==> src/rtl/gp_pkg.sv <==
`default_nettype none
// ============================================================================
// Package     : gp_pkg
// Description : Shared opcode values, command-word field positions and
//               parser state encoding for the graphics command dispatcher.
// Revision    : 1.0 - initial release
// ============================================================================
package gp_pkg;

    // Command opcodes carried in the header word
    localparam logic [7:0] c_OP_STOP  = 8'h00;
    localparam logic [7:0] c_OP_LINE  = 8'h01;
    localparam logic [7:0] c_OP_FILL  = 8'h02;
    localparam logic [7:0] c_OP_PLINE = 8'h03;

    // Command word field positions
    localparam int c_OP_MSB   = 31;
    localparam int c_OP_LSB   = 24;
    localparam int c_COLOR_W  = 24;
    localparam int c_PT_X_LSB = 16;

    // Parser state encoding
    localparam int c_ST_W = 3;
    typedef logic [c_ST_W-1:0] gp_state_t;

    localparam gp_state_t c_ST_IDLE   = 3'd0;
    localparam gp_state_t c_ST_HDR    = 3'd1;
    localparam gp_state_t c_ST_CNT    = 3'd2;
    localparam gp_state_t c_ST_PT0    = 3'd3;
    localparam gp_state_t c_ST_PT1    = 3'd4;
    localparam gp_state_t c_ST_DISP   = 3'd5;
    localparam gp_state_t c_ST_PLNEXT = 3'd6;

    // States in which the parser consumes command words
    function automatic logic gp_accepts_words(input gp_state_t st);
        return (st == c_ST_HDR) || (st == c_ST_CNT) || (st == c_ST_PT0) ||
               (st == c_ST_PT1) || (st == c_ST_PLNEXT);
    endfunction

endpackage
`default_nettype wire

==> src/rtl/gp_cmd_dispatch_rr_pick.sv <==
`default_nettype none
// ============================================================================
// Module      : gp_rr_pick
// Description : Round-robin first-ready selector. Returns a one-hot grant for
//               the first requesting engine at or after the pointer.
// Revision    : 1.0 - initial release
// ============================================================================
module gp_rr_pick #(
    parameter int NUM_LE = 2,
    parameter int PTR_W  = 1
) (
    input  logic [PTR_W-1:0]  ptr,
    input  logic [NUM_LE-1:0] req,
    output logic [NUM_LE-1:0] grant,
    output logic              any
);

    logic [2*NUM_LE-1:0] w_req_dbl;
    logic [NUM_LE-1:0]   w_rot;
    logic [NUM_LE-1:0]   w_low;
    logic [2*NUM_LE-1:0] w_low_dbl;

    // Rotate requests so the pointer lands on bit 0, keep the lowest set bit,
    // then rotate that single bit back into engine numbering.
    assign w_req_dbl = {req, req};
    assign w_rot     = NUM_LE'(w_req_dbl >> ptr);
    assign w_low     = w_rot & (~w_rot + NUM_LE'(1));
    assign w_low_dbl = {w_low, w_low};
    assign grant     = NUM_LE'(w_low_dbl >> (NUM_LE - int'(ptr)));
    assign any       = |req;

endmodule
`default_nettype wire

==> src/rtl/gp_cmd_dispatch.sv <==
`default_nettype none
// ============================================================================
// Module      : gp_cmd_dispatch
// Description : Parses the 32-bit command stream into LINE / POLYLINE / FILL
//               jobs and hands each one over in a single valid/ready beat,
//               spreading line jobs round-robin over NUM_LE engines.
// Revision    : 1.0 - initial release
// ============================================================================
module gp_cmd_dispatch
    import gp_pkg::*;
#(
    parameter int NUM_LE  = 2,
    parameter int COORD_W = 10,
    parameter int CNT_W   = 16
) (
    input  logic                 clk,
    input  logic                 rst,
    input  logic                 gp_start,
    input  logic [31:0]          gp_frame,
    output logic                 gp_irq,
    input  logic                 gp_irq_ack,
    output logic                 gp_err,
    input  logic                 cmd_valid,
    input  logic [31:0]          cmd_data,
    output logic                 cmd_ready,
    output logic [NUM_LE-1:0]    le_valid,
    input  logic [NUM_LE-1:0]    le_ready,
    output logic [31:0]          le_color,
    output logic [2*COORD_W-1:0] le_p0,
    output logic [2*COORD_W-1:0] le_p1,
    output logic [31:0]          le_frame,
    output logic                 ff_valid,
    input  logic                 ff_ready,
    output logic [23:0]          ff_color,
    output logic [31:0]          ff_frame
);

    localparam int c_PTR_W = (NUM_LE > 1) ? $clog2(NUM_LE) : 1;

    gp_state_t              r_state;
    logic                   r_cmd_ready;
    logic [NUM_LE-1:0]      r_le_valid;
    logic                   r_ff_valid;
    logic                   r_irq;
    logic                   r_err;
    logic [c_PTR_W-1:0]     r_ptr;
    logic [31:0]            r_frame;
    logic [31:0]            r_frame_pend;
    logic                   r_restart;
    logic [c_COLOR_W-1:0]   r_color;
    logic [2*COORD_W-1:0]   r_p0;
    logic [2*COORD_W-1:0]   r_p1;
    logic [CNT_W-1:0]       r_remaining;
    logic                   r_fill;
    logic                   r_poly;
    logic                   r_skip;

    gp_state_t              w_state_nxt;
    logic                   w_acc;
    logic [7:0]             w_op;
    logic [CNT_W-1:0]       w_cnt;
    logic [2*COORD_W-1:0]   w_point;
    logic                   w_le_hs;
    logic                   w_ff_hs;
    logic                   w_disp_done;
    logic                   w_last_seg;
    logic                   w_enter_disp;
    logic                   w_set_irq;
    logic                   w_set_err;
    logic [NUM_LE-1:0]      w_grant;
    logic                   w_any;
    logic [NUM_LE-1:0]      w_ptr_onehot;
    logic [c_PTR_W-1:0]     w_sel_idx;
    logic [c_PTR_W-1:0]     w_ptr_nxt;

    assign w_acc        = r_cmd_ready & cmd_valid;
    assign w_op         = cmd_data[c_OP_MSB:c_OP_LSB];
    assign w_cnt        = cmd_data[CNT_W-1:0];
    assign w_point      = {cmd_data[c_PT_X_LSB+COORD_W-1:c_PT_X_LSB], cmd_data[COORD_W-1:0]};
    assign w_le_hs      = |(r_le_valid & le_ready);
    assign w_ff_hs      = r_ff_valid & ff_ready;
    assign w_disp_done  = (r_state == c_ST_DISP) && (r_fill ? w_ff_hs : w_le_hs);
    assign w_last_seg   = (r_remaining == CNT_W'(1));
    assign w_enter_disp = (r_state != c_ST_DISP) && (w_state_nxt == c_ST_DISP);
    assign w_ptr_onehot = NUM_LE'(1) << r_ptr;

    assign w_set_irq = (r_state == c_ST_HDR) && w_acc && (w_op == c_OP_STOP);
    assign w_set_err = ((r_state == c_ST_HDR) && w_acc && (w_op > c_OP_PLINE)) ||
                       ((r_state == c_ST_CNT) && w_acc && (w_cnt < CNT_W'(2)));

    gp_rr_pick #(
        .NUM_LE (NUM_LE),
        .PTR_W  (c_PTR_W)
    ) u_rr_pick (
        .ptr   (r_ptr),
        .req   (le_ready),
        .grant (w_grant),
        .any   (w_any)
    );

    // Index of the engine currently offered a job, for pointer advance
    always_comb begin
        w_sel_idx = '0;
        for (int i = 0; i < NUM_LE; i++) begin
            if (r_le_valid[i]) begin
                w_sel_idx = c_PTR_W'(i);
            end
        end
    end

    assign w_ptr_nxt = (w_sel_idx == c_PTR_W'(NUM_LE - 1)) ? '0 : w_sel_idx + c_PTR_W'(1);

    // Parser next-state decision; gp_start always wins outside DISP
    always_comb begin
        w_state_nxt = r_state;
        case (r_state)
            c_ST_IDLE: begin
                if (gp_start) w_state_nxt = c_ST_HDR;
            end
            c_ST_HDR: begin
                if (gp_start) begin
                    w_state_nxt = c_ST_HDR;
                end else if (w_acc) begin
                    case (w_op)
                        c_OP_STOP:  w_state_nxt = c_ST_IDLE;
                        c_OP_LINE:  w_state_nxt = c_ST_PT0;
                        c_OP_FILL:  w_state_nxt = c_ST_DISP;
                        c_OP_PLINE: w_state_nxt = c_ST_CNT;
                        default:    w_state_nxt = c_ST_HDR;
                    endcase
                end
            end
            c_ST_CNT: begin
                if (gp_start) begin
                    w_state_nxt = c_ST_HDR;
                end else if (w_acc) begin
                    // N=0 has no points to drop; N=1 drops one point in PT0
                    w_state_nxt = (w_cnt == '0) ? c_ST_HDR : c_ST_PT0;
                end
            end
            c_ST_PT0: begin
                if (gp_start) begin
                    w_state_nxt = c_ST_HDR;
                end else if (w_acc) begin
                    w_state_nxt = r_skip ? c_ST_HDR : c_ST_PT1;
                end
            end
            c_ST_PT1, c_ST_PLNEXT: begin
                if (gp_start) begin
                    w_state_nxt = c_ST_HDR;
                end else if (w_acc) begin
                    w_state_nxt = c_ST_DISP;
                end
            end
            c_ST_DISP: begin
                if (w_disp_done) begin
                    w_state_nxt = (r_fill || !r_poly || w_last_seg || r_restart || gp_start) ?
                                  c_ST_HDR : c_ST_PLNEXT;
                end
            end
            default: w_state_nxt = c_ST_IDLE;
        endcase
    end

    // Parser state, job fields and all registered outputs
    always_ff @(posedge clk) begin
        if (rst) begin
            r_state      <= c_ST_IDLE;
            r_cmd_ready  <= 1'b0;
            r_le_valid   <= '0;
            r_ff_valid   <= 1'b0;
            r_irq        <= 1'b0;
            r_err        <= 1'b0;
            r_ptr        <= '0;
            r_frame      <= '0;
            r_frame_pend <= '0;
            r_restart    <= 1'b0;
            r_color      <= '0;
            r_p0         <= '0;
            r_p1         <= '0;
            r_remaining  <= '0;
            r_fill       <= 1'b0;
            r_poly       <= 1'b0;
            r_skip       <= 1'b0;
        end else begin
            r_state     <= w_state_nxt;
            r_cmd_ready <= gp_accepts_words(w_state_nxt);

            // Interrupt and error flags; a new start clears both
            if (gp_start) begin
                r_irq <= 1'b0;
                r_err <= 1'b0;
            end else begin
                if (w_set_irq) begin
                    r_irq <= 1'b1;
                end else if (gp_irq_ack) begin
                    r_irq <= 1'b0;
                end
                if (w_set_err) begin
                    r_err <= 1'b1;
                end
            end

            // A start during DISP must not disturb the job on the bus, so the
            // new frame is parked until that job is taken.
            if (gp_start && ((r_state != c_ST_DISP) || w_disp_done)) begin
                r_frame   <= gp_frame;
                r_restart <= 1'b0;
            end else if (gp_start) begin
                r_frame_pend <= gp_frame;
                r_restart    <= 1'b1;
            end else if (w_disp_done && r_restart) begin
                r_frame   <= r_frame_pend;
                r_restart <= 1'b0;
            end

            // Word capture
            if (w_acc) begin
                case (r_state)
                    c_ST_HDR: begin
                        r_color <= cmd_data[c_COLOR_W-1:0];
                        r_fill  <= (w_op == c_OP_FILL);
                        r_poly  <= (w_op == c_OP_PLINE);
                        r_skip  <= 1'b0;
                    end
                    c_ST_CNT: begin
                        r_remaining <= w_cnt - CNT_W'(1);
                        r_skip      <= (w_cnt == CNT_W'(1));
                    end
                    c_ST_PT0:    r_p0 <= w_point;
                    c_ST_PT1:    r_p1 <= w_point;
                    c_ST_PLNEXT: r_p1 <= w_point;
                    default: ;
                endcase
            end

            // Line hand-off: advance pointer and chain polyline segments
            if ((r_state == c_ST_DISP) && !r_fill && w_le_hs) begin
                r_ptr <= w_ptr_nxt;
                if (r_poly) begin
                    r_p0        <= r_p1;
                    r_remaining <= r_remaining - CNT_W'(1);
                end
            end

            // Line valid: offered to the first ready engine, re-targeted while
            // the chosen engine is not ready, dropped after the hand-off.
            if (w_enter_disp && (r_state != c_ST_HDR)) begin
                r_le_valid <= w_any ? w_grant : w_ptr_onehot;
            end else if ((r_state == c_ST_DISP) && !r_fill && !w_disp_done) begin
                r_le_valid <= w_any ? w_grant : r_le_valid;
            end else begin
                r_le_valid <= '0;
            end

            // Fill valid: raised from the FILL header, held until taken
            r_ff_valid <= (w_enter_disp && (r_state == c_ST_HDR)) ||
                          ((r_state == c_ST_DISP) && r_fill && !w_disp_done);
        end
    end

    assign gp_irq    = r_irq;
    assign gp_err    = r_err;
    assign cmd_ready = r_cmd_ready;
    assign le_valid  = r_le_valid;
    assign le_color  = {8'h00, r_color};
    assign le_p0     = r_p0;
    assign le_p1     = r_p1;
    assign le_frame  = r_frame;
    assign ff_valid  = r_ff_valid;
    assign ff_color  = r_color;
    assign ff_frame  = r_frame;

endmodule
`default_nettype wire

==> config.mk <==
export PLATFORM = sky130hd
export DESIGN_NAME = gp_cmd_dispatch
export DESIGN_NICKNAME = d
export VERILOG_FILES = /design/src/rtl/gp_pkg.sv /design/src/rtl/gp_cmd_dispatch_rr_pick.sv /design/src/rtl/gp_cmd_dispatch.sv
export SDC_FILE = /design/constraint.sdc
export NUM_CORES = 1
export LEC_CHECK = 0
export CORE_ASPECT_RATIO = 1.25
export CORE_MARGIN = 2
export CORE_UTILIZATION = 28
export DETAILED_ROUTE_END_ITERATION = 12
export SLEW_MARGIN = 40
export SYNTH_ARGS = -nofsm -noshare
export SYNTH_HDL_FRONTEND = slang
export SYNTH_SLANG_ARGS = --single-unit
==> constraint.sdc <==
create_clock -name clk -period 2.2 [get_ports clk]
set_input_delay 0.22 -clock clk [delete_from_list [all_inputs] [get_ports clk]]
set_output_delay 0.22 -clock clk [all_outputs]
set_load 0.005 [all_outputs]
# Word level (Yosys, flattened, before mapping)
# Cells that the tools add are included.
# Widths: inputs -> output; s select.
[word_totals]
ff_bits = 158
in_bits = 72
out_inout_bits = 166
wordCells = 139
[op_classes]
add_sub_neg = 5
n_lt_le_gt_ge = 2
n_eq_ne = 21
shifts = 3
n_mux = 38
bitwise_logic = 6
n_reduce_logical = 47
[op_table]
columns = ["op", "n"]
rows = [
  ["$mux 32", 3],
  ["$mux 20", 4],
  ["$mux 16", 4],
  ["$mux 3", 12],
  ["$eq 16x1->1 const B", 2],
  ["$shr 4x32->2", 1],
  ["$sub 16x1->16 const B", 2],
  ["$eq 3x3->1 const B", 6],
  ["$pmux 3 s6", 1],
  ["$eq 8x2->1 const B", 2],
  ["$logic_and 1x1->1", 16],
  ["$logic_not 16->1", 1],
  ["$lt 16x2->1 const B", 1],
  ["$eq 3x2->1 const B", 4],
  ["$pmux 3 s4", 1],
  ["$logic_or 1x1->1", 11],
  ["$mux 2", 5],
  ["$reduce_and 2->1", 5],
  ["$reduce_or 2->1", 5],
  ["$eq 8x1->1 const B", 1],
  ["$gt 8x2->1 const B", 1],
  ["$logic_not 8->1", 1],
  ["$reduce_bool 2->1", 4],
  ["$mux 1", 7],
  ["other kinds (16)", 22],
]

# Depth between registers and ports, before layout
# Gate-level depths: netlist (run 1).
[logic_depth]
word_depth = 13
depth_mapped = 8
depth_no_buf = 7

# By module
# Synthesis (run 1) repeated with hierarchy kept, for this count alone.
[unflattened]
hier_cells = 961
area_unflattened_um2 = 7457.2
[by_module_without_submodules]
columns = ["module", "instances", "cells_each", "area_per_inst_um2", "seq_area_each_um2"]
rows = [
  ["gp_cmd_dispatch", 1, 957, 7432.1, 3163.0],
  ["gp_rr_pick", 1, 4, 25.0, 0.0],
]

# Least setup slack after synthesis (run 1)
# No wires, ideal clock.
[synth_timing]
path_kind = "register to register"
from = "register r_remaining[1]"
to = "register r_cmd_ready, in the netlist cmd_ready"
arrival_ns = 1.870
t_required_ns = 2.114
path_slack_ns = 0.243
path_stages_with_launch = 8
path_buffers = 0
synth_period_minus_slack_ns = 1.957
cell_sequence = "dfxtp_1 > inv_1 > ha_1 > or4b_2 > nor4_4 > nor2_1 > a211o_1 > a221oi_2"
[synth_between]
elab_chain_len = 12
word_cells_on_any_way = 16
cone_classes = "eq/ne (6); mux (3); reduce/logical (7)"
[synth_rtl]
columns = ["element", "line_no", "source"]
rows = [
  ["start: declaration", "gp_cmd_dispatch.sv:53", "logic [CNT_W-1:0] r_remaining;"],
  ["start signal: assignment", "gp_cmd_dispatch.sv:227", "r_remaining <= w_cnt - CNT_W'(1);"],
  ["start signal: assignment", "gp_cmd_dispatch.sv:242", "r_remaining <= r_remaining - CNT_W'(1);"],
  ["$eq 16x1->1 *", "gp_cmd_dispatch.sv:83", "assign w_last_seg = (r_remaining == CNT_W'(1));"],
  ["$logic_or 1x1->1 * (3 in a row)", "gp_cmd_dispatch.sv:157", "w_state_nxt = (r_fill || !r_poly || w_last_seg || r_restart || gp_start) ?"],
  ["$mux 3 *", "gp_cmd_dispatch.sv:157", ""],
  ["$mux 3 *", "gp_cmd_dispatch.sv:156", "if (w_disp_done) begin"],
  ["$pmux 3 s6 *", "gp_cmd_dispatch.sv:116", "case (r_state)"],
  ["$eq 3x1->1 or $eq 3x2->1 (tied branches)", "gp_pkg.sv:36", "return (st == c_ST_HDR) || (st == c_ST_CNT) || (st == c_ST_PT0) ||"],
  ["$logic_or 1x1->1 (3 in a row)", "gp_pkg.sv:36", ""],
  ["$logic_or 1x1->1 *", "gp_pkg.sv:37", "(st == c_ST_PT1) || (st == c_ST_PLNEXT);"],
  ["end signal: assignment", "gp_cmd_dispatch.sv:187", "r_cmd_ready <= gp_accepts_words(w_state_nxt);"],
  ["end: declaration", "gp_cmd_dispatch.sv:41", "logic r_cmd_ready;"],
]
# Mark *: on every way between the ends. The rest lies on a longest branch, timed or not.
# A chain may end at the register's enable or synchronous reset.

# Worst setup path in the final report (run 1)
[layout_timing]
from = "register r_remaining[0]"
to = "register r_cmd_ready, in the netlist cmd_ready"
# The elaborated chain is that of the path after synthesis.

==> impl_metrics.toml, run 1 <==
[clock_tree]
clock_latency_ns = 0.42
cts_buffers = 17
cts_tree = "done"
clk_pin_slew_worst_paths_ns = 0.07
htreeDepth = 4
clock-root-buffer = "clkbuf_16"
clk_path_buf_depth = 2
cts.sinks = 158

[critical_path]
arrival_ns = 2.42
r2r_end = "cmd_ready"
worstSetupStartpoint = "r_remaining[0]"
critical_path.max_fanout = 4
cp-end-kind = "flip-flop"
crit_path_start_kind = "flip-flop"
r2r-start = "r_remaining[0]"
rrSetupSlack_ns = 0.12
ff2ff_path_depth = 6
worstSetupPathType = "reg2reg"
cp.required_ns = 2.54

[global_route]
grt_pass1_vias = 7208
grt.total_usage_pct = 17.2
gr-total-overflow = 0
grt_max_degree = 65
grt_antenna_before_repair = 1
grt_pass1_wl_um = 38600

[hold_path]
hold_class = "in2reg"
min-delay-start = "rst"
hold_depth = 2
whs_endpoint = "ff_valid"

[logic_synthesis]
yosysWarningCount = 0
yosysTopAreaCellShare_pct = 41.8
syn_avg_cell_area_um2 = 7.84
syn_area_um2 = 7570
ys_seq_elements = 158
yosysSeqAreaShare_pct = 41.8
netlist_top_cells_area = "dfxtp_1, nand2_1, a21oi_1"
yosys.area.top_type = "dfxtp_1"
yosysMostFrequentCell = "nand2_1"
ys_types = 66
ys_top_cells_by_count = "nand2_1, dfxtp_1, a21oi_1"
synth-main-ff-cell = "dfxtp_1"
synthArstFlopShare_pct = 0
synth_edf_count = 0
synth_cells = 965

[sta]
fin_crit_sh_pct = 94.6
setup_tns_ns = 0
setup_ws_ns = 0.119
relSlewSlack_pct = 47.9
fin_crit_ns = 2.08
finalSetupViolCount = 0
max_freq_mhz = 481
slew_violations = 0
rsz0062_at_grt = "no"
hold_viol = 0
skew_ns = 0.00985
worst_pin_slew_ns = 0.782

[final_layout]
final_net_count = 1220
final_util_pct = 40.0
area_growth_pct = 41.2
drive_gt1_share_pct = 10.3
instances_no_fill = 1502
antenna_cells = 0

[drt]
drt_iter0_drc = 435
dr.pass1.iters = 5
drc = 0
drt-total-wl_um = 24000
post_drt_wl_per_cell_um = 16.0
viasPerCell = 4.85
vias = 7287
ant_nets = 0

[placement]
pre_cts_ws_ns = -0.227
place_inst = 1469
gp_congestion = 0.814
portBuffers = 229
dp_hpwl_um = 16500

[floorplan]
rows = 67
dieArea_um2 = 28400
die_y_um = 188
start_util_pct = 28.3
fp.dieW_um = 151
coreArea_um2 = 26700
io-pin-count = 238

[outcome]
status = "finished, final reports clean"

[run]
maxCapViolations = 0

[power]
power_density_nw_per_um2 = 610
leakagePower_nw = 3.81
vdd_drop_max_uv = 418
[sequential cells by signal, summed over array words and instances, names as in the netlist, 2 cells and up]
signal        flops
ff_frame         32
le_p0            20
le_p1            20
r_frame_pend     32
r_remaining      16
ff_color         24
le_valid          2
r_state           3
[layout by cell type, fill, tap and decap left out, drive strengths merged, types with 3 or more instances in the layout]
cell,Yosys,layout
a211oi,21,21
a21oi,106,106
a22oi,4,4
a311oi,34,34
a31oi,6,6
a32oi,3,3
and2,6,6
and3b,3,3
buf,79,68
clkbuf,63,18
clkdlybuf4s50,0,227
clkinvlp,0,4
conb,1,8
dfxtp,158,158
ha,4,4
inv,8,15
mux2i,18,18
nand2,208,208
nand3,39,39
nand3b,3,3
nand4,4,4
nor2,88,88
nor3,13,13
nor3b,4,4
nor4,11,11
o21a,3,3
o21ai,15,15
o21bai,3,3
o31a,3,3
or3,3,3
or3b,3,3
or4,9,9
xnor2,5,5
xor2,7,7
[cell type report]
type | instances | area (µm²)
fillers | 2767 | 16100
multi-input cells | 664 | 3620
inverters | 8 | 30.0
well taps | 345 | 432
flip-flops and latches | 158 | 3160
clock inverters | 14 | 134
repair buffers | 295 | 2880
clock buffers | 18 | 429
[critical path, cell delays in order (launching register included)]
cell	delay (ns)
dfxtp_1	0.39
ha_1	0.16
or4b_4	0.48
nor4_4	0.34
nor2_1	0.10
a211o_1	0.30
a221oi_2	0.22
[through the flow]
stage	power (mW)	area, µm²	hold slack [ns]
after floorplan	3.30	7590	0.356
after global placement	3.69	10100	0.442
after detailed placement	3.70	10100	0.447
after CTS	6.65	10700	0.335
after global routing	6.82	10700	0.358
final	6.52	10700	0.363
[worst max-delay path by stage]
stage,cells past startpoint,end
after floorplan,7,cmd_ready
after global placement,8,cmd_ready
after detailed placement,8,cmd_ready
after CTS,7,cmd_ready
after global routing,6,cmd_ready
final,6,cmd_ready
[cells by family after synthesis]
| kind of cell | share of synthesized area (%) |
|---|---|
| multiplexers | 2.38 |
| other | 0.0495 |
| XOR/XNOR | 1.39 |
| flip-flops | 41.8 |
| adder cells (fa/ha/maj) | 0.794 |
| AO/OA/AOI/OAI | 18.2 |
| AND/OR/NAND/NOR | 24.4 |
| buffers and inverters | 11.0 |
[where the power goes]
part | switching (mW) | total [mW] | internal, mW | leakage (nW)
sequential | 0.0438 | 2.95 | 2.91 | 1.28
clock | 1.31 | 2.89 | 1.58 | 0.266
combinational | 0.296 | 0.676 | 0.380 | 2.26
[per-layer routing]
metal / global-route usage (%) / up-vias / share of wire, % / wire length [µm]
met3: 3.99 / 23 / 6.0 / 1450
met2: 29.5 / 219 / 49 / 11800
met5: 0 / - / 0.054 / 13
met1: 20.9 / 3409 / 43 / 10300
met4: 6.22 / 2 / 2.0 / 469
li1: - / 3634 / - / -
[timing repair]
action | in CTS | in global routing
buffers inserted | 0 | 1
hold buffers | 0 | 0
setup endpoints to repair | 0 | 2
gates resized for setup | 0 | 2
Power figures use the tool's default switching activity.
==> inputs of run 2 (changes only) <==
--- a/config.mk
+++ b/config.mk
@@ -5,6 +5,7 @@
 export SDC_FILE = /design/constraint.sdc
 export NUM_CORES = 1
 export LEC_CHECK = 0
+export CAP_MARGIN = 20
 export CORE_ASPECT_RATIO = 1.25
 export CORE_MARGIN = 2
 export CORE_UTILIZATION = 28
==> results of run 2 <==
Same layout as run 1: the final DEF is identical, and so are final timing and power.
==> inputs of run 3 (changes only) <==
--- a/config.mk
+++ b/config.mk
@@ -5,7 +5,6 @@
 export SDC_FILE = /design/constraint.sdc
 export NUM_CORES = 1
 export LEC_CHECK = 0
-export CAP_MARGIN = 20
 export CORE_ASPECT_RATIO = 1.25
 export CORE_MARGIN = 2
 export CORE_UTILIZATION = 28
@@ -13,4 +12,5 @@
 export SLEW_MARGIN = 40
 export SYNTH_ARGS = -nofsm -noshare
 export SYNTH_HDL_FRONTEND = slang
+export SYNTH_HIERARCHICAL = 1
 export SYNTH_SLANG_ARGS = --single-unit
==> constraint.sdc (replaced) <==
create_clock -name clk -period 2.2 [get_ports clk]
set_input_delay 0.44 -clock clk [delete_from_list [all_inputs] [get_ports clk]]
set_output_delay 0.44 -clock clk [all_outputs]
set_load 0.005 [all_outputs]
==> run 3 against run 2 <==
Effect of this change:
- the run now ends with negative setup slack left
- largest power group is now clock
- first-iteration DRC count shrank 18%
- largest cell class unchanged
- fmax shrank 8.4%
- register-to-register slack lost 0.19 ns
- critical endpoint is now r_remaining[12]
- sequential share of layout area shrank 1.0 points
- flip-flop and latch count is the same
- via count grew 1.7%
- combinational power grew 15%
==> impl_metrics.toml, run 3 <==
[outcome]
status = "complete, but fails checks"
violations = "negative setup slack"

[power]
leakagePower_nw = 4.13
combPwrFrac_pct = 11.3
p_seq_share_pct = 43.3
power_density_nw_per_um2 = 617
power_frac_clock_pct = 45.4
p_int_mw = 5.10
p_sw_share_pct = 25.4
vdd_drop_max_uv = 502
p_switching_mw = 1.74

[logic_synthesis]
ys_seq_elements = 158
synth-main-ff-cell = "dfxtp_1"
yosys.area.top_type = "dfxtp_1"
synth_cells = 961
syn_area_um2 = 7460
syn_avg_cell_area_um2 = 7.76
ys_types = 59
yosysWarningCount = 6
synthArstFlopShare_pct = 0
yosysSeqAreaShare_pct = 42.4
netlist_top_cells_area = "dfxtp_1, nand2_1, a21oi_1"
yosysTopAreaCellShare_pct = 42.4
synth_edf_count = 0
ys_top_cells_by_count = "nand2_1, dfxtp_1, a21oi_1"
yosysMostFrequentCell = "nand2_1"

[final_layout]
area_growth_pct = 48.6
drive_gt1_share_pct = 13.7
final_util_pct = 42.5
layout_commonest_cell = "clkdlybuf4s50_1"
fillCellCount = 2632
antenna_cells = 0
mostFrequentLayoutCells = "clkdlybuf4s50_1, nand2_1, dfxtp_1"
final_net_count = 1258

[sta]
worst_pin_slew_ns = 0.673
hold_viol = 0
relSlewSlack_pct = 55.1
skew_ns = 0.0154
slew_violations = 0
fin_crit_ns = 2.27
fin_crit_sh_pct = 103
rsz0062_at_grt = "yes"
finalSetupViolCount = 1
max_freq_mhz = 440
setup_ws_ns = -0.0720
fin_hold_ws_ns = 0.454

[drt]
ant_nets = 0
post_drt_wl_per_cell_um = 15.5
viasPerCell = 4.83
dr.pass1.iters = 5
vias = 7409
drt_iter0_drc = 358
drc = 0
drt-total-wl_um = 23800

[placement]
gp_congestion = 0.807
dp_hpwl_um = 16700
portBuffers = 229

[global_route]
grt_pass1_wl_um = 37600
grt.total_usage_pct = 16.7
gr-total-overflow = 0
grt_max_degree = 52
grt_pass1_vias = 7087
grt_antenna_before_repair = 1

[floorplan]
fp.dieW_um = 150
coreArea_um2 = 26100
die_y_um = 186
start_util_pct = 28.6
io-pin-count = 238
dieArea_um2 = 28000
rows = 66

[hold_path]
hold_class = "reg2reg"

[clock_tree]
clock-root-buffer = "clkbuf_16"
ctsHoldBuffers = 0
clock_latency_ns = 0.44
htreeDepth = 4
cts_buffers = 17
cts_tree = "done"
clk_path_buf_depth = 2
clk_pin_slew_worst_paths_ns = 0.07
cts.sinks = 158

[critical_path]
crit_path_start_kind = "flip-flop"
critical_path.max_fanout = 3
cp.required_ns = 2.50
cp-end-kind = "flip-flop"
arrival_ns = 2.57
worstSetupPathType = "reg2reg"

[run]
maxCapViolations = 0
## run 3: cell count changes after synthesis, moves of 5 or more
cell	previous run	this run
a21oi_1	106	99
clkbuf_1	63	56
inv_1	8	13
nor2_1	87	95
o21ai_0	4	19
o21ai_1	11	0
## run 3: through the flow
step	setup TNS [ns]	setup WS (ns)	total power, mW	instance area (µm²)	cells
finish	-0.0720	-0.0720	6.84	11100	1535
global route	-0.146	-0.140	7.12	11100	1535
CTS	-0.115	-0.115	6.93	11000	1533
detailed placement	-21.44	-0.427	3.79	10400	1500
global placement	-18.41	-0.513	3.79	10400	1500
floorplan	-0.0645	-0.0645	3.34	7520	968
## run 3: power by group through the flow
stage	Sequential, mW	Combinational, mW	Clock, mW
global placement	3.03	0.762	0
detailed placement	3.03	0.764	0
finish	2.96	0.775	3.10
CTS	2.96	0.767	3.20
global route	2.97	0.841	3.31
floorplan	3.02	0.313	0
## run 3: per-layer routing
| layer | routed length (µm) | track usage, % |
|---|---|---|
| met5 | 12 | 0 |
| met4 | 466 | 5.59 |
| met3 | 1720 | 4.74 |
| met2 | 11300 | 28.2 |
| met1 | 10300 | 20.3 |
## run 3: cell type report
class                           instances  area [µm²]  area share (%)
Clock inverter                         14         168            1.51
Clock buffer                           18         439            3.96
Inverter                               13        48.8           0.440
Multi-Input combinational cell        662        3620            32.6
Sequential cell                       158        3170            28.6
Tap cell                              340         425            3.84
Timing Repair Buffer                  330        3220            29.0
## run 3: what timing repair did
action | CTS | global route
hold endpoints to repair | 0 | 0
resized for setup | 2 | 13
endpoints found under the setup margin | 1 | 29
pin swaps | 4 | 7
gates cloned | 0 | 1
buffers inserted | 1 | 1
## run 3: worst paths after layout
path / cells after the start / slack, ns / startpoint / to
worst max-delay path: 8 / -0.07 / r_remaining[1] / r_remaining[12]
worst min-delay path: 2 / 0.45 / r_frame_pend[7] / r_frame_pend[7]
worst max register to register: 8 / -0.07 / r_remaining[1] / r_remaining[12]
worst min register to register: 2 / 0.45 / r_frame_pend[7] / r_frame_pend[7]
## run 3: cell families (layout without fill, tap and decap cells)
| logic type | Yosys count | count (layout) | synth area share (%) |
|---|---|---|---|
| simple gates | 407 | 407 | 23.9 |
| compound gates | 211 | 211 | 18.0 |
| flops | 158 | 158 | 42.4 |
| buf+inv | 148 | 375 | 10.9 |
| mux | 18 | 18 | 2.42 |
| xor+xnor | 14 | 14 | 1.64 |
| fa+ha+maj | 4 | 4 | 0.671 |
| other cells | 1 | 8 | 0.0503 |
## run 3: critical path: stages (launching register included)
cell,delay [ns]
dfxtp_2,0.32
inv_2,0.07
ha_4,0.14
or4b_4,0.48
or3_4,0.35
or3_4,0.34
a21o_1,0.17
a221oi_2,0.23
nor2_1,0.05
==> patch 1, RTL diff (flow settings as in run 2) <==
Reset style: asynchronous (`rst`), changed in one clocked block.
--- a/src/rtl/gp_cmd_dispatch.sv
+++ b/src/rtl/gp_cmd_dispatch.sv
@@ -163,7 +163,7 @@
     end
 
     // Parser state, job fields and all registered outputs
-    always_ff @(posedge clk) begin
+    always_ff @(posedge clk or posedge rst) begin
         if (rst) begin
             r_state      <= c_ST_IDLE;
             r_cmd_ready  <= 1'b0;
Behaviour: differs if rst is asserted again (counterexample within 4 cycles, from zero or initial values and one cycle with rst high); with rst held inactive, the same outputs for 4 cycles.
==> patch 1 against run 2 <==
Core utilization increased by 0.28 points. Critical path type unchanged. Count of clock-buffer cells in the layout increased by 2. Setup slack better by 63 ps. Sequential cell count unchanged. Design area rose by 4.1%. Area after synthesis grew 4.1%. Routed wire length down 11%. Synthesized cell count shrank 23%. Via count down 15%. Clock skew is 2.0 ps higher. Sequential share of layout area grew 5.9 points. Largest cell class is now flip-flops and latches.
Power is not compared: it rests on default switching activity, and its combinational part moved more than twofold at a synthesized area within 25%.
==> patch 1: results (changes against run 2) <==
* Outcome: complete, no violations
* Global-route wire length before repair at 34040 um (-12%)
* Clk_skew at 11.84 ps (+1.997 ps)
* Max clock buf depth at 2 (unchanged)
* Area contributors post-synth: dfrtp_1 50%, mux2_2 10%, buf_4 6.4%
* H-tree Lvls at 4 (unchanged)
* Crit path DAT at 2310 ps (-110 ps)
* Largest net degree at the start of global routing at 66 (+1.5%)
* 1st-pass router iterations at 5 (unchanged)
* Clk root buf: clkbuf_16
* Routed wire length per instance at 16.22 um (+1.5%)
* Placed inst area at 10580 um^2 (+4.6%)
* GPL Wtd Cong at 0.8117 (-0.33%)
* Critical Path Max Stage Delay at 730 ps (+250 ps)
* Setup Buffers After CTS at 0 (unchanged)
* Pre-CTS setup slack at -76.71 ps (+150.1 ps)
* Worst-path clk slew at 60 ps
* Leakage at 4.659 nW
* Nets at 1031 (-15%)
* Worst path slowest cell: or4b_2
* Sequential area share after synthesis at 50.19% (+8.4 points)
* Share of flip-flops with an asynchronous set or reset at 100.0% (+100 points)
* DP HPWL at 15490 um (-5.8%)
* Post-synth top cells: 158 x dfrtp_1, 71 x mux2_2, 67 x buf_4
* Clk Latency, worst-skew pair at 430 ps
* Worst VDD drop at 520.8 uV
* Vias at 6210 (-15%)
* Synth Flop Type: dfrtp_1
* Initial antenna violation count at 0 (-1)
* Final hold slack at 168.5 ps (-194.2 ps)
* Fraction of layout cells with a size suffix above 1 at 18.90% (+8.6 points)
* Worst-Margin Slew at 696.4 ps (-85.60 ps)
* Tot GR Track Use at 14.66% (-2.5 points)
* DRT iter0 DRCs at 249 (-43%)
* Vias in the first global route at 6123 (-15%)
* Worst hold path class: primary input to asynchronous set/reset pin
* Critical path fanouts, max at 6 (+2)
* Inserted Clock Buffers at 17 (unchanged)
* Synth Instances at 741 (-23%)
* Port Buffer Count at 229 (unchanged)
* Distinct cells, synth at 65 (-1.5%)
* Critical path startpoint: r_fill
* Layout Cells excl Fill at 1319 (-12%)
* Yosys warns at 0 (unchanged)
patch 1: metal layers:
metal  share of wire, %  track usage [%]  vias to the layer above
li1                   -                -                     2961
met1                 45            18.68                     3029
met2                 48            24.84                      202
met3                5.8            3.854                       18
met4                1.1            3.595                        0
met5                  0                0                        -
patch 1: report_power, final:
group | internal, mW | switching [mW]
clock | 1.57 | 1.26
sequential | 3.98 | 0.789
combinational | 3.45 | 1.80
patch 1: critical path, delay by kind of cell (launching register included):
kind / cells / cell delay [ps]
AND/OR/NAND/NOR: 3 / 1180
flip-flops: 1 / 470
AO/OA/AOI/OAI: 1 / 250
patch 1: layout make-up:
type	count	area [um^2]
repair buffers	293	2885
flip-flops and latches	158	3954
clock buffers	20	436.7
diodes	1	2.502
fillers	2675	16520
clock inverters	12	111.4
well taps	350	437.9
multi-input cells	466	3224
inverters	19	75.07
patch 1: logic make-up (layout without fill, tap and decap cells):
group | count (synthesis) | count (layout) | synth area share (%)
other cells | 1 | 9 | 0.04760
simple gates | 181 | 181 | 11.39
xor+xnor | 16 | 16 | 1.779
mux | 117 | 117 | 15.99
buf+inv | 124 | 344 | 9.355
fa+ha+maj | 4 | 4 | 0.6353
compound gates | 140 | 140 | 10.61
flops | 158 | 158 | 50.19
patch 1: final timing paths:
| path | to | slack [ps] | cells past startpoint |
|---|---|---|---|
| worst max register to register | r_state[0] | 180 | 4 |
| max in group asynchronous | r_frame_pend[3] | 1340 | 3 |
| min in group clk | ff_frame[28] | 420 | 3 |
| worst min-delay path | ff_color[21] | 170 | 2 |
| worst max-delay path | r_state[0] | 180 | 4 |
| worst min register to register | r_frame_pend[29] | 500 | 1 |
patch 1: what timing repair did:
item                       CTS  global route
hold buffers                 0             0
gates resized for setup      0             0
setup endpoints to repair    0             3
==> patch 2, RTL diff (settings of run 2) <==
Made on the original files. `NUM_LE` is set to 2 in 2 places; all go to 1.
--- a/src/rtl/gp_cmd_dispatch_rr_pick.sv
+++ b/src/rtl/gp_cmd_dispatch_rr_pick.sv
@@ -6,7 +6,7 @@
 // Revision    : 1.0 - initial release
 // ============================================================================
 module gp_rr_pick #(
-    parameter int NUM_LE = 2,
+    parameter int NUM_LE = 1,
     parameter int PTR_W  = 1
 ) (
     input  logic [PTR_W-1:0]  ptr,
--- a/src/rtl/gp_cmd_dispatch.sv
+++ b/src/rtl/gp_cmd_dispatch.sv
@@ -9,7 +9,7 @@
 module gp_cmd_dispatch
     import gp_pkg::*;
 #(
-    parameter int NUM_LE  = 2,
+    parameter int NUM_LE  = 1,
     parameter int COORD_W = 10,
     parameter int CNT_W   = 16
 ) (
Ports: changed (resized le_ready and le_valid); port bits go from 238 to 236. No check against the original RTL was run, so the function may have changed too.
==> patch 2 against run 2 <==
Power is 0.43% higher. Fmax is 1.7% higher. Critical path depth is 2 higher. Hold slack worse by 5.4 ps. Combinational power is 4.0% higher. Area after synthesis is 4.0% lower. Clock skew is 1.8 ps lower. Routed wire length is 11% lower. Design area is 2.6% lower. Synthesized cell count is 8.4% lower. Sequential cell count is 2 lower. Setup slack better by 36 ps. Sequential share of layout area is 0.41 points higher.
==> patch 2: results (changes against run 2) <==
* Vias in the first global route at 6255 (-13%)
* Fraction of layout cells with a size suffix above 1 at 10.18% (-0.10 points)
* Distinct cells, synth at 61 (-7.6%)
* GRT met2 Usage at 25.63% (-3.8 points)
* Initial antenna violation count at 0 (-1)
* Max layer used: met4
* Synth Instances at 884 (-8.4%)
* Vias at 6762 (-7.2%)
* Clk_skew at 8.086 ps (-1.761 ps)
* Area contributors post-synth: dfxtp_1 43%, nand2_1 9.4%, mux2i_1 7.3%
* Outcome: complete, no violations
* Met3 wire len at 1159 um (-20%)
* M3 GR Usage at 3.548% (-0.44 points)
* Port Buffer Count at 227 (-0.87%)
* M1 wire length at 9382 um (-9.1%)
* Area share of fa/ha/maj cells after synthesis at 0.6889% (-0.10 points)
* Post-Place Cells at 1393 (-5.2%)
* Worst path slowest cell: clkdlybuf4s50_1
* Routed wire length per instance at 14.97 um (-6.4%)
* FILL cells at 2579 (-6.8%)
* Sequential area share after synthesis at 42.99% (+1.2 points)
* Final wirelength at 21330 um (-11%)
* WL met2 at 10330 um (-12%)
* Multiplexer share of the synthesized area at 7.303% (+4.9 points)
* GPL Wtd Cong at 0.8553 (+5.0%)
* GRT met1 Usage at 19.42% (-1.5 points)
* Worst-Margin Slew at 783.3 ps (+1.279 ps)
* Final hold slack at 357.2 ps (-5.427 ps)
* Tot GR Track Use at 15.40% (-1.8 points)
* Post-synth top cells: 181 x nand2_1, 156 x dfxtp_1, 95 x a21oi_1
* Worst VDD drop at 457.8 uV (+9.6%)
* R2R setup slack at 170 ps (+50 ps)
* Reg2reg start: r_remaining[8]
* DP HPWL at 15150 um (-7.9%)
* Critical path startpoint: cmd_data[2]
* Leakage at 3.722 nW (-2.2%)
* Nets at 1152 (-5.6%)
* Largest net degree at the start of global routing at 68 (+4.6%)
* DRT iter0 DRCs at 309 (-29%)
[patch 2: cell types whose count changed after synthesis, moves of 4 or more]
cell,delta
mux2i_1,+35
o21ai_1,-9
a211oi_1,+34
a21oi_1,-11
clkbuf_1,-15
o21ai_0,+6
a311oi_1,-34
nor3_1,+5
nand3_1,-31
nor2_1,-4
nand2_1,-27
[patch 2: path summary, 6_finish.rpt]
| kind | end | cells after the start |
|---|---|---|
| setup / recovery | cmd_ready | 8 |
| hold / removal | r_state[0] | 2 |
| setup reg to reg | r_remaining[12] | 7 |
| hold reg to reg | r_frame_pend[27] | 2 |
[patch 2: kinds of logic (layout without fill, tap and decap cells)]
kind of cell | count (synthesis) | count (layout)
DFF | 156 | 156
xor gates and xnor gates | 13 | 13
and+or+nand+nor | 336 | 336
adders and majority gates | 4 | 4
other | 1 | 8
buffers and inverters | 129 | 328
AOI/OAI and AO/OA | 192 | 192
muxes | 53 | 53
[patch 2: report_power, final]
group          leakage (nW)  switching (mW)  internal (mW)
clock                 0.279            1.30           1.62
sequential             1.26          0.0431           2.88
combinational          2.18           0.299          0.404
[patch 2: through the flow]
stage	util (%)	setup slack, ps	instance area (um^2)	power (mW)
finish	41.02	155.1	10410	6.550
global route	41.02	7.335	10410	6.831
CTS	41.00	171.2	10400	6.661
detailed placement	38.72	-272.8	9826	3.694
global placement	38.72	-283.8	9826	3.691
floorplan	-	271.6	7291	3.293
[patch 2: layout make-up]
| type | count | area (um^2) | share of cell area (%) |
|---|---|---|---|
| clock buffer | 19 | 442.9 | 4.255 |
| clock inverter | 13 | 133.9 | 1.286 |
| inverter | 7 | 26.28 | 0.2524 |
| multi-input combinational | 606 | 3441 | 33.06 |
| sequential | 156 | 3123 | 30.00 |
| tap | 335 | 419.2 | 4.027 |
| timing repair buffer | 289 | 2823 | 27.12 |
